<file path="config.mk">
export PLATFORM = sky130hd
export DESIGN_NAME = dp_rr_scheduler
export DESIGN_NICKNAME = d
export VERILOG_FILES = /design/src/rtl/dp_rr_scheduler.sv
export SDC_FILE = /design/constraint.sdc
export NUM_CORES = 1
export LEC_CHECK = 0
export BUFFER_PORTS_ARGS = -buffer_cell sky130_fd_sc_hd__buf_2
export CORE_MARGIN = 2
export CORE_UTILIZATION = 43
export DETAILED_ROUTE_END_ITERATION = 16
export PLACE_DENSITY = 0.85
export SLEW_MARGIN = 10
export SYNTH_ARGS = -nofsm -noshare
export SYNTH_HDL_FRONTEND = slang
export SYNTH_SLANG_ARGS = --single-unit
</file>
<file path="constraint.sdc">
create_clock -name CLK -period 3.4 [get_ports CLK]
set_clock_uncertainty 0.1 [all_clocks]
set_input_delay 0.17 -clock CLK [delete_from_list [all_inputs] [get_ports CLK]]
set_output_delay 0.17 -clock CLK [all_outputs]
set_load 0.1 [all_outputs]
</file>
<file path="src/rtl/dp_rr_scheduler.sv">
// -----------------------------------------------------------------------------
// dp_rr_scheduler
//   Shares one two-register-stage compare datapath (4-bit operand in, 3-bit
//   result out) among NREQ requesters. One requester is granted per cycle in
//   round-robin order, and its operand goes onto dp_i. A {valid, id} tag pipe
//   that is LAT stages deep follows each operand through the datapath, so that
//   each result on dp_s comes back tagged with the requester that owns it.
//
// Parameters
//   NREQ  number of requesters (2..8)
//   LAT   datapath latency in clock edges (>=1)
//   IDW   width of rsp_id (2**IDW >= NREQ)
//
// Ports
//   CLK, RST_N     clock (rising edge), asynchronous active-low reset
//   en             accept and issue requests
//   flush          1-cycle pulse: stop issuing, drain in-flight, pulse done
//   req/req_data   per-requester request and 4-bit operand ([4k+3:4k])
//   gnt            one-hot grant (combinational)
//   dp_i / dp_s    datapath operand out / datapath result in
//   rsp_valid/id   registered response qualifier and owner id
//   rsp_data       dp_s when rsp_valid, else 0
//   busy, done     activity flag, end-of-drain pulse
//   stats_gnt/stall saturating statistics counters
//
// Build option
//   DP_SCHED_STATS_EN  builds the saturating grant/stall counters; when it is
//                      not defined both stats outputs are tied to zero.
//
// FSM states
//   state    | meaning
//   ---------+-----------------------------------------------------------
//   S_IDLE   | not issuing; waits for en
//   S_RUN    | issuing grants while en=1
//   S_DRAIN  | flush seen; no grants, waiting for the tag pipe to empty
// -----------------------------------------------------------------------------
module dp_rr_scheduler #(
    parameter int NREQ = 4,
    parameter int LAT  = 2,
    parameter int IDW  = 3
) (
    input  logic              CLK,
    input  logic              RST_N,
    input  logic              en,
    input  logic              flush,
    input  logic [NREQ-1:0]   req,
    input  logic [4*NREQ-1:0] req_data,
    output logic [NREQ-1:0]   gnt,
    output logic [3:0]        dp_i,
    input  logic [2:0]        dp_s,
    output logic              rsp_valid,
    output logic [IDW-1:0]    rsp_id,
    output logic [2:0]        rsp_data,
    output logic              busy,
    output logic              done,
    output logic [15:0]       stats_gnt,
    output logic [15:0]       stats_stall
);

    typedef enum logic [1:0] {
        S_IDLE  = 2'd0,
        S_RUN   = 2'd1,
        S_DRAIN = 2'd2
    } state_t;

    state_t          r_state;
    state_t          w_state_nxt;
    logic [IDW-1:0]  r_ptr;
    logic [IDW-1:0]  w_ptr_nxt;
    logic [LAT-1:0]  r_tag_v;
    logic [IDW-1:0]  r_tag_id [LAT];
    logic            r_idle_flush;

    logic            w_grant_en;
    logic            w_found;
    logic            w_any_gnt;
    logic            w_tags_empty;
    logic            w_drain_done;
    logic [IDW-1:0]  w_win_id;
    logic [NREQ-1:0] w_gnt;
    logic [3:0]      w_dp_i;

    // Grants are only issued in RUN with en high; a flush pulse in RUN
    // blocks the grant in that same cycle.
    assign w_grant_en   = (r_state == S_RUN) && en && !flush;
    assign w_tags_empty = ~|r_tag_v;

    // Round-robin search. The first pass looks at requesters at or above the
    // pointer and the second pass at those below it, which gives the wrapped
    // search order without a variable rotate.
    always_comb begin
        w_found  = 1'b0;
        w_win_id = '0;
        for (int k = 0; k < NREQ; k++) begin
            if (!w_found && req[k] && (k >= int'(r_ptr))) begin
                w_found  = 1'b1;
                w_win_id = IDW'(k);
            end
        end
        for (int k = 0; k < NREQ; k++) begin
            if (!w_found && req[k] && (k < int'(r_ptr))) begin
                w_found  = 1'b1;
                w_win_id = IDW'(k);
            end
        end
    end

    always_comb begin
        w_gnt  = '0;
        w_dp_i = 4'b0000;
        for (int k = 0; k < NREQ; k++) begin
            if (w_grant_en && w_found && (w_win_id == IDW'(k))) begin
                w_gnt[k] = 1'b1;
                w_dp_i   = req_data[4*k +: 4];
            end
        end
    end

    assign w_any_gnt = |w_gnt;
    assign gnt       = w_gnt;
    assign dp_i      = w_dp_i;

    always_comb begin
        w_ptr_nxt = r_ptr;
        if (w_any_gnt) begin
            w_ptr_nxt = (int'(w_win_id) == NREQ - 1) ? '0 : (w_win_id + IDW'(1));
        end
    end

    always_comb begin
        w_state_nxt  = r_state;
        w_drain_done = 1'b0;
        case (r_state)
            S_IDLE: begin
                if (en && !flush) begin
                    w_state_nxt = S_RUN;
                end
            end
            S_RUN: begin
                if (flush) begin
                    w_state_nxt = S_DRAIN;
                end else if (!en && w_tags_empty) begin
                    w_state_nxt = S_IDLE;
                end
            end
            S_DRAIN: begin
                if (w_tags_empty) begin
                    w_state_nxt  = S_IDLE;
                    w_drain_done = 1'b1;
                end
            end
            default: begin
                w_state_nxt = S_IDLE;
            end
        endcase
    end

    always_ff @(posedge CLK or negedge RST_N) begin
        if (!RST_N) begin
            r_state      <= S_IDLE;
            r_ptr        <= '0;
            r_idle_flush <= 1'b0;
        end else begin
            r_state      <= w_state_nxt;
            r_ptr        <= w_ptr_nxt;
            r_idle_flush <= (r_state == S_IDLE) && flush;
        end
    end

    // The tag pipe advances every cycle in lock-step with the unstalled
    // datapath. The id is zeroed on empty slots so that rsp_id reads 0
    // whenever no response is valid.
    always_ff @(posedge CLK or negedge RST_N) begin
        if (!RST_N) begin
            r_tag_v <= '0;
            for (int k = 0; k < LAT; k++) begin
                r_tag_id[k] <= '0;
            end
        end else begin
            r_tag_v[0]  <= w_any_gnt;
            r_tag_id[0] <= w_any_gnt ? w_win_id : '0;
            for (int k = 1; k < LAT; k++) begin
                r_tag_v[k]  <= r_tag_v[k-1];
                r_tag_id[k] <= r_tag_id[k-1];
            end
        end
    end

    assign rsp_valid = r_tag_v[LAT-1];
    assign rsp_id    = r_tag_id[LAT-1];
    // The datapath has no reset, so dp_s is only passed out while a tag
    // vouches for it.
    assign rsp_data  = rsp_valid ? dp_s : 3'b000;

    // A flush in IDLE is acknowledged one cycle later through r_idle_flush;
    // a drain is acknowledged in the cycle that leaves DRAIN.
    assign done = w_drain_done | r_idle_flush;
    assign busy = (r_state != S_IDLE) | ~w_tags_empty;

`ifdef DP_SCHED_STATS_EN
    logic [15:0] r_stats_gnt;
    logic [15:0] r_stats_stall;

    always_ff @(posedge CLK or negedge RST_N) begin
        if (!RST_N) begin
            r_stats_gnt   <= 16'h0000;
            r_stats_stall <= 16'h0000;
        end else begin
            if (w_any_gnt && (r_stats_gnt != 16'hFFFF)) begin
                r_stats_gnt <= r_stats_gnt + 16'd1;
            end
            if ((|req) && !w_any_gnt && (r_stats_stall != 16'hFFFF)) begin
                r_stats_stall <= r_stats_stall + 16'd1;
            end
        end
    end

    assign stats_gnt   = r_stats_gnt;
    assign stats_stall = r_stats_stall;
`else
    assign stats_gnt   = 16'h0000;
    assign stats_stall = 16'h0000;
`endif

endmodule

</file>
==> results_dict.tcl, run 1 <==
set metrics [dict create \
    antenna_found_initial 0 \
    synth_top_area_share_pct 27.0 \
    first_iter_violations 8 \
    cts_post_setup_buffers_inserted 0 \
    yosys.cell_count.top_type "buf_4" \
    hold_violations 0 \
    power_leakage_nw 0.653 \
    combPwrFrac_pct 63.8 \
    peakVddDrop_v 0.000273 \
    num_rows 17 \
    setup_viol 0 \
    crit_arrival_ns 2.66 \
    post_drt_wl_per_cell_um 10.5 \
    intPower_mw 0.299 \
    path_cells "a21oi_1 -> nor3b_1 -> or3_1 -> ha_1 -> nand3b_1 -> a221o_1 -> a21oi_2 -> buf_2" \
    synthTopCellsByArea "dfrtp_1 (27%), buf_4 (26%), and2_1 (4.9%)" \
    port_buffers 42 \
    cts.htree.levels 1 \
    numCtsBuffers 3 \
    critPathCaptureType "output pin" \
    tns_ns 0 \
    vias 849 \
    drt_wl_total_mm 1.99 \
    synth-async-reset-ratio_pct 100 \
    cts_tree "yes" \
    cp.required_ns 3.13 \
    grt_pass1_vias 786 \
    coreArea_sq_um 2230 \
    hp-start "flush" \
    cts_sinks 11 \
    cp-startpoint "r_ptr[1]" \
    syn_avg_cell_area_sq_um 8.58 \
    max_stage_delay_ns 0.43 \
    synth_warnings 0 \
    grt-ovfl-total 0 \
    p_clk_share_pct 12.7 \
    period_minus_slack_ns 2.93 \
    ys_ff_latch 11 \
    reg2reg_depth 5 \
    cp_slowest_cell "buf_2" \
    fin_nets 193 \
    period_share_pct 86.2 \
    ys_seq_area_share_pct 27.0 \
    critPathLaunchType "flip-flop" \
    worstHoldPathCells 2 \
    drtAntennaViolNets 0 \
    fmax_mhz 341 \
    syn2layout_area_growth_pct 14.5 \
    status "completed" \
    slew_viol_final 0 \
    hpwl_mm 1.69 \
    holdBufCountCts 1 \
    post_cts_resized 0 \
    initial_core_util_pct 45.7 \
    synth_top_cells_by_count "buf_4 (35), dfrtp_1 (11), a21oi_1 (9)" \
    clk_pin_slew_ns 0.07 \
    synth_ff_type "dfrtp_1" \
    timing.final.ws_setup_ns 0.468 \
    cts_root_buffer "clkbuf_4" \
    grt_usage_pct 15.1 \
    drtPass1Iterations 4 \
    r2r_start "r_ptr[0]" \
    netlist_instances 119 \
    drcViolationCount 0 \
    clock_path_buffers 2 \
    power_density_nw_per_um2 586 \
    worst_hold_slack_ns 0.0519 \
    p_sw_mw 0.386 \
    grt_setup_unrepaired "false" \
    grt_pass1_wl_mm 3.09 \
    seq_power_share_pct 23.5 \
    dieArea_sq_um 2780 \
    place_ws_ns 0.772 \
    worstPathMaxFanout 9 \
    critPathKind "reg -> out" \
    crit_family "simple AND/OR/NAND/NOR gates" \
    post_synth_instance_area_sq_um 1020 \
    synth_edf_count 0 \
    clk_latency_ns 0.26 \
    die_width_um 52.7 \
    die_h_um 52.7 \
    path_buf_inv 1 \
    num-fill-cells 219 \
    path_depth 8 \
    yosysTopAreaCell "dfrtp_1" \
    post_drt_via_cell_ratio 4.49 \
    drv_cap 0 \
    grt_max_degree 12 \
    diodes 0 \
    place.gp.congestion 0.770 \
    p_sw_share_pct 56.4 \
    hold_path.class "in -> reg" \
    io_pins 76 \
    ys_types 33 \
    drive_above_1_share_pct 35.4 \
]
-- per-stage QoR --
step	power [mW]	instance area, sq um	utilization [%]	cells
after floorplan	0.565	1160	-	151
after detailed placement	0.596	1130	50.6	184
final	0.685	1170	52.3	189
after global placement	0.584	1130	50.6	184
after global routing	0.724	1170	52.3	189
after CTS	0.689	1170	52.3	189
-- layer usage --
| layer | track usage (%) | up-vias | routed length, um |
|---|---|---|---|
| met2 | 28.3 | 45 | 1050 |
| met4 | 6.84 | 0 | 0 |
| met3 | 3.71 | 0 | 194 |
| li1 | - | 421 | - |
| met5 | 0 | - | 0 |
| met1 | 15.4 | 383 | 751 |
-- final timing paths --
| kind | to | slack (ns) |
|---|---|---|
| worst max-delay path | dp_i[1] | 0.47 |
| worst min-delay path | r_idle_flush | 0.05 |
| worst max register to register | r_ptr[1] | 1.66 |
| worst min register to register | rsp_id[0] | 0.25 |
| max in group asynchronous | r_state[0] | 2.80 |
| min in group asynchronous | r_tag_id[4] | 0.20 |
-- power by group through the flow --
stage	logic, mW	registers (mW)	clock network [mW]
2_1_floorplan	0.404	0.160	0
5_1_grt	0.464	0.162	0.0980
6_report	0.437	0.161	0.0872
3_3_place_gp	0.424	0.160	0
4_1_cts	0.437	0.160	0.0923
3_5_place_dp	0.433	0.163	0
-- sequential cells by signal (all words and copies together), names as in the netlist --
name,flops
r_ptr,2
r_state,2
r_tag_id,2
r_tag_v,2
rsp_id,2
r_idle_flush,1
-- worst register-to-register path: stages (launching register included) --
cell,delay (ns)
dfrtp_1,0.42
nor2b_1,0.18
o21bai_1,0.13
and3_1,0.23
ha_1,0.31
mux2_4,0.27
-- layout make-up --
type                       count  area (sq um)  area share [%]
multi-input combinational     97           586            50.1
sequential                    11           275            23.6
timing repair buffer          43           220            18.8
tap                           28          35.0            3.00
inverter                       6          25.0            2.14
clock buffer                   3          22.5            1.93
clock inverter                 1          5.00           0.428
-- layout by cell type (no fill, tap or decap), types with 2 or more instances in the layout --
master and count:
a41oi_1 2, and2_1 8, dfrtp_1 11, a221o_1 4, a21oi_2 4, nor2b_1 4, nor2_1 5, a21oi_1 5
nand2_1 7, ha_1 4, clkbuf_4 3, inv_1 5, conb_1 33, nand3b_1 4, buf_2 42
-- cells by family after synthesis --
group,Yosys count,share of synthesized area [%]
buffers and inverters,43,28.9
and+or+nand+nor,38,22.9
AOI/OAI and AO/OA,21,14.5
DFF,11,27.0
adders and majority gates,4,4.90
muxes,1,1.47
other,1,0.367
(Power assumes the default switching activity.)
==> inputs of run 2 (changes only) <==
Settings changed: CORE_UTILIZATION 43 to 45, CTS_BUF_LIST from default to sky130_fd_sc_hd__clkbuf_4, PLACE_DENSITY 0.85 to 0.88.
==> run 2 against run 1 <==
Against the previous run: clock power rose by 13%; routed wire length fell by 0.45%; combinational power barely moved; global-route usage rose by 0.13 points; maximum frequency rose by 0.22%; first-iteration DRC count did not move; register-to-register slack improved by 0.02 ns; power rose by 1.3%; critical path type unchanged; largest cell class unchanged.
==> results_dict.tcl, run 2 (synthesized netlist as in run 1, its figures left out) <==
set metrics [dict create \
    status "completed" \
    multi_input_area_sq_um 586 \
    peakVddDrop_v 0.000321 \
    p_sw_mw 0.386 \
    power_density_nw_per_um2 593 \
    ff_latch_area_sq_um 275 \
    drive_above_1_share_pct 35.4 \
    vias 843 \
    grt_use_met1_pct 15.3 \
    final_common_cell "buf_2" \
    hold_violations 0 \
    grtUsageMet2_pct 28.2 \
    syn2layout_area_growth_pct 14.7 \
    initial_core_util_pct 47.1 \
    place.gp.congestion 0.718 \
    setup_viol 0 \
    coreArea_sq_um 2170 \
    critPathKind "reg -> out" \
    cts_sinks 11 \
    mostFrequentLayoutCells "buf_2 (42), conb_1 (33), dfrtp_1 (11)" \
    die_width_um 51.6 \
    drt_wl_total_mm 1.98 \
    worst_hold_slack_ns 0.0481 \
    tns_ns 0 \
    period_share_pct 86.0 \
    cts_post_setup_buffers_inserted 0 \
    final_util_pct 54.0 \
    cp-startpoint "r_ptr[0]" \
    hpwl_mm 1.71 \
    post_drt_wl_per_cell_um 10.5 \
    grtUsageMet3_pct 4.31 \
    slew_viol_final 0 \
    post_cts_resized 0 \
    cts_root_buffer "clkbuf_4" \
    combPwrFrac_pct 62.7 \
    seq_power_share_pct 23.1 \
    p_clk_share_pct 14.2 \
    grt_max_degree 12 \
    grt-busiest-layer "met2" \
    p_sw_share_pct 55.5 \
    power_leakage_nw 0.654 \
    diodes 0 \
    critPathCaptureType "output pin" \
    grt_pass1_wl_mm 2.94 \
    drtPass1Iterations 4 \
    antenna_found_initial 0 \
    hp-start "flush" \
    num-fill-cells 229 \
    first_iter_violations 8 \
    die_h_um 51.6 \
    critPathLaunchType "flip-flop" \
    crit_arrival_ns 2.65 \
    drtAntennaViolNets 0 \
    clk_latency_ns 0.27 \
    fin_nets 193 \
    clock_path_buffers 2 \
    grt_setup_unrepaired "false" \
    grt-ovfl-total 0 \
    cp.required_ns 3.13 \
    numCtsBuffers 3 \
    clk_pin_slew_ns 0.07 \
    num_rows 17 \
    fmax_mhz 342 \
    r2r_start "r_ptr[0]" \
    drv_cap 0 \
    post_drt_via_cell_ratio 4.46 \
    dieArea_sq_um 2670 \
    io_pins 76 \
    drcViolationCount 0 \
    worstPathMaxFanout 9 \
    hold_path.class "in -> reg" \
    grt_usage_pct 15.2 \
    cts_tree "yes" \
    cts.htree.levels 1 \
    grt_pass1_vias 755 \
    intPower_mw 0.309 \
    port_buffers 42 \
    period_minus_slack_ns 2.92 \
]
[run 2: final cells by class]
type / count / share of cell area (%)
Multi-Input combinational cell: 97 / 50.0
Inverter: 6 / 2.14
Timing Repair Buffer: 43 / 18.8
Sequential cell: 11 / 23.5
Tap cell: 28 / 2.99
Clock buffer: 4 / 2.56
[run 2: through the flow]
step                      instances  area, sq um  setup WS [ns]  power (mW)
after floorplan                 151         1160          0.541       0.565
after global placement          184         1130          0.828       0.586
after detailed placement        184         1130          0.782       0.598
after CTS                       189         1170          0.471       0.699
after global routing            189         1170          0.303       0.733
final                           189         1170          0.475       0.694
[run 2: repair_timing]
item | 4_1_cts | 5_1_grt
endpoints found under the setup margin | 0 | 0
endpoints found under the hold margin | 11 | 0
hold buffers | 1 | 0
[run 2: worst paths after layout]
| kind | slack (ns) | cells after the start | to |
|---|---|---|---|
| worst min-delay path | 0.05 | 2 | r_idle_flush |
| max in group asynchronous | 2.82 | 2 | r_ptr[1] |
| worst max-delay path | 0.48 | 8 | dp_i[3] |
| worst min register to register | 0.25 | 0 | rsp_id[0] |
| worst max register to register | 1.68 | 5 | r_ptr[1] |
| min in group asynchronous | 0.19 | 2 | rsp_id[0] |
[run 2: routing by layer]
metal | part of all wire (%) | vias up
li1 | - | 420
met1 | 36 | 374
met2 | 53 | 45
met3 | 10 | 4
met4 | 1.2 | 0
met5 | 0 | -
[run 2: worst max-delay path, cell delays in order (launching register included)]
cell and delay, ns:
dfrtp_1 0.40, nor2b_1 0.08, o21ba_2 0.22, or3_1 0.34, ha_1 0.29, nand3b_1 0.20
a221o_1 0.31, a21oi_2 0.10, buf_2 0.43
[run 2: power groups by stage]
stage               sequential, mW  combinational, mW  clock [mW]
finish                       0.160              0.436      0.0984
global route                 0.164              0.460       0.109
CTS                          0.160              0.437       0.101
detailed placement           0.163              0.435           0
global placement             0.161              0.425           0
floorplan                    0.160              0.404           0
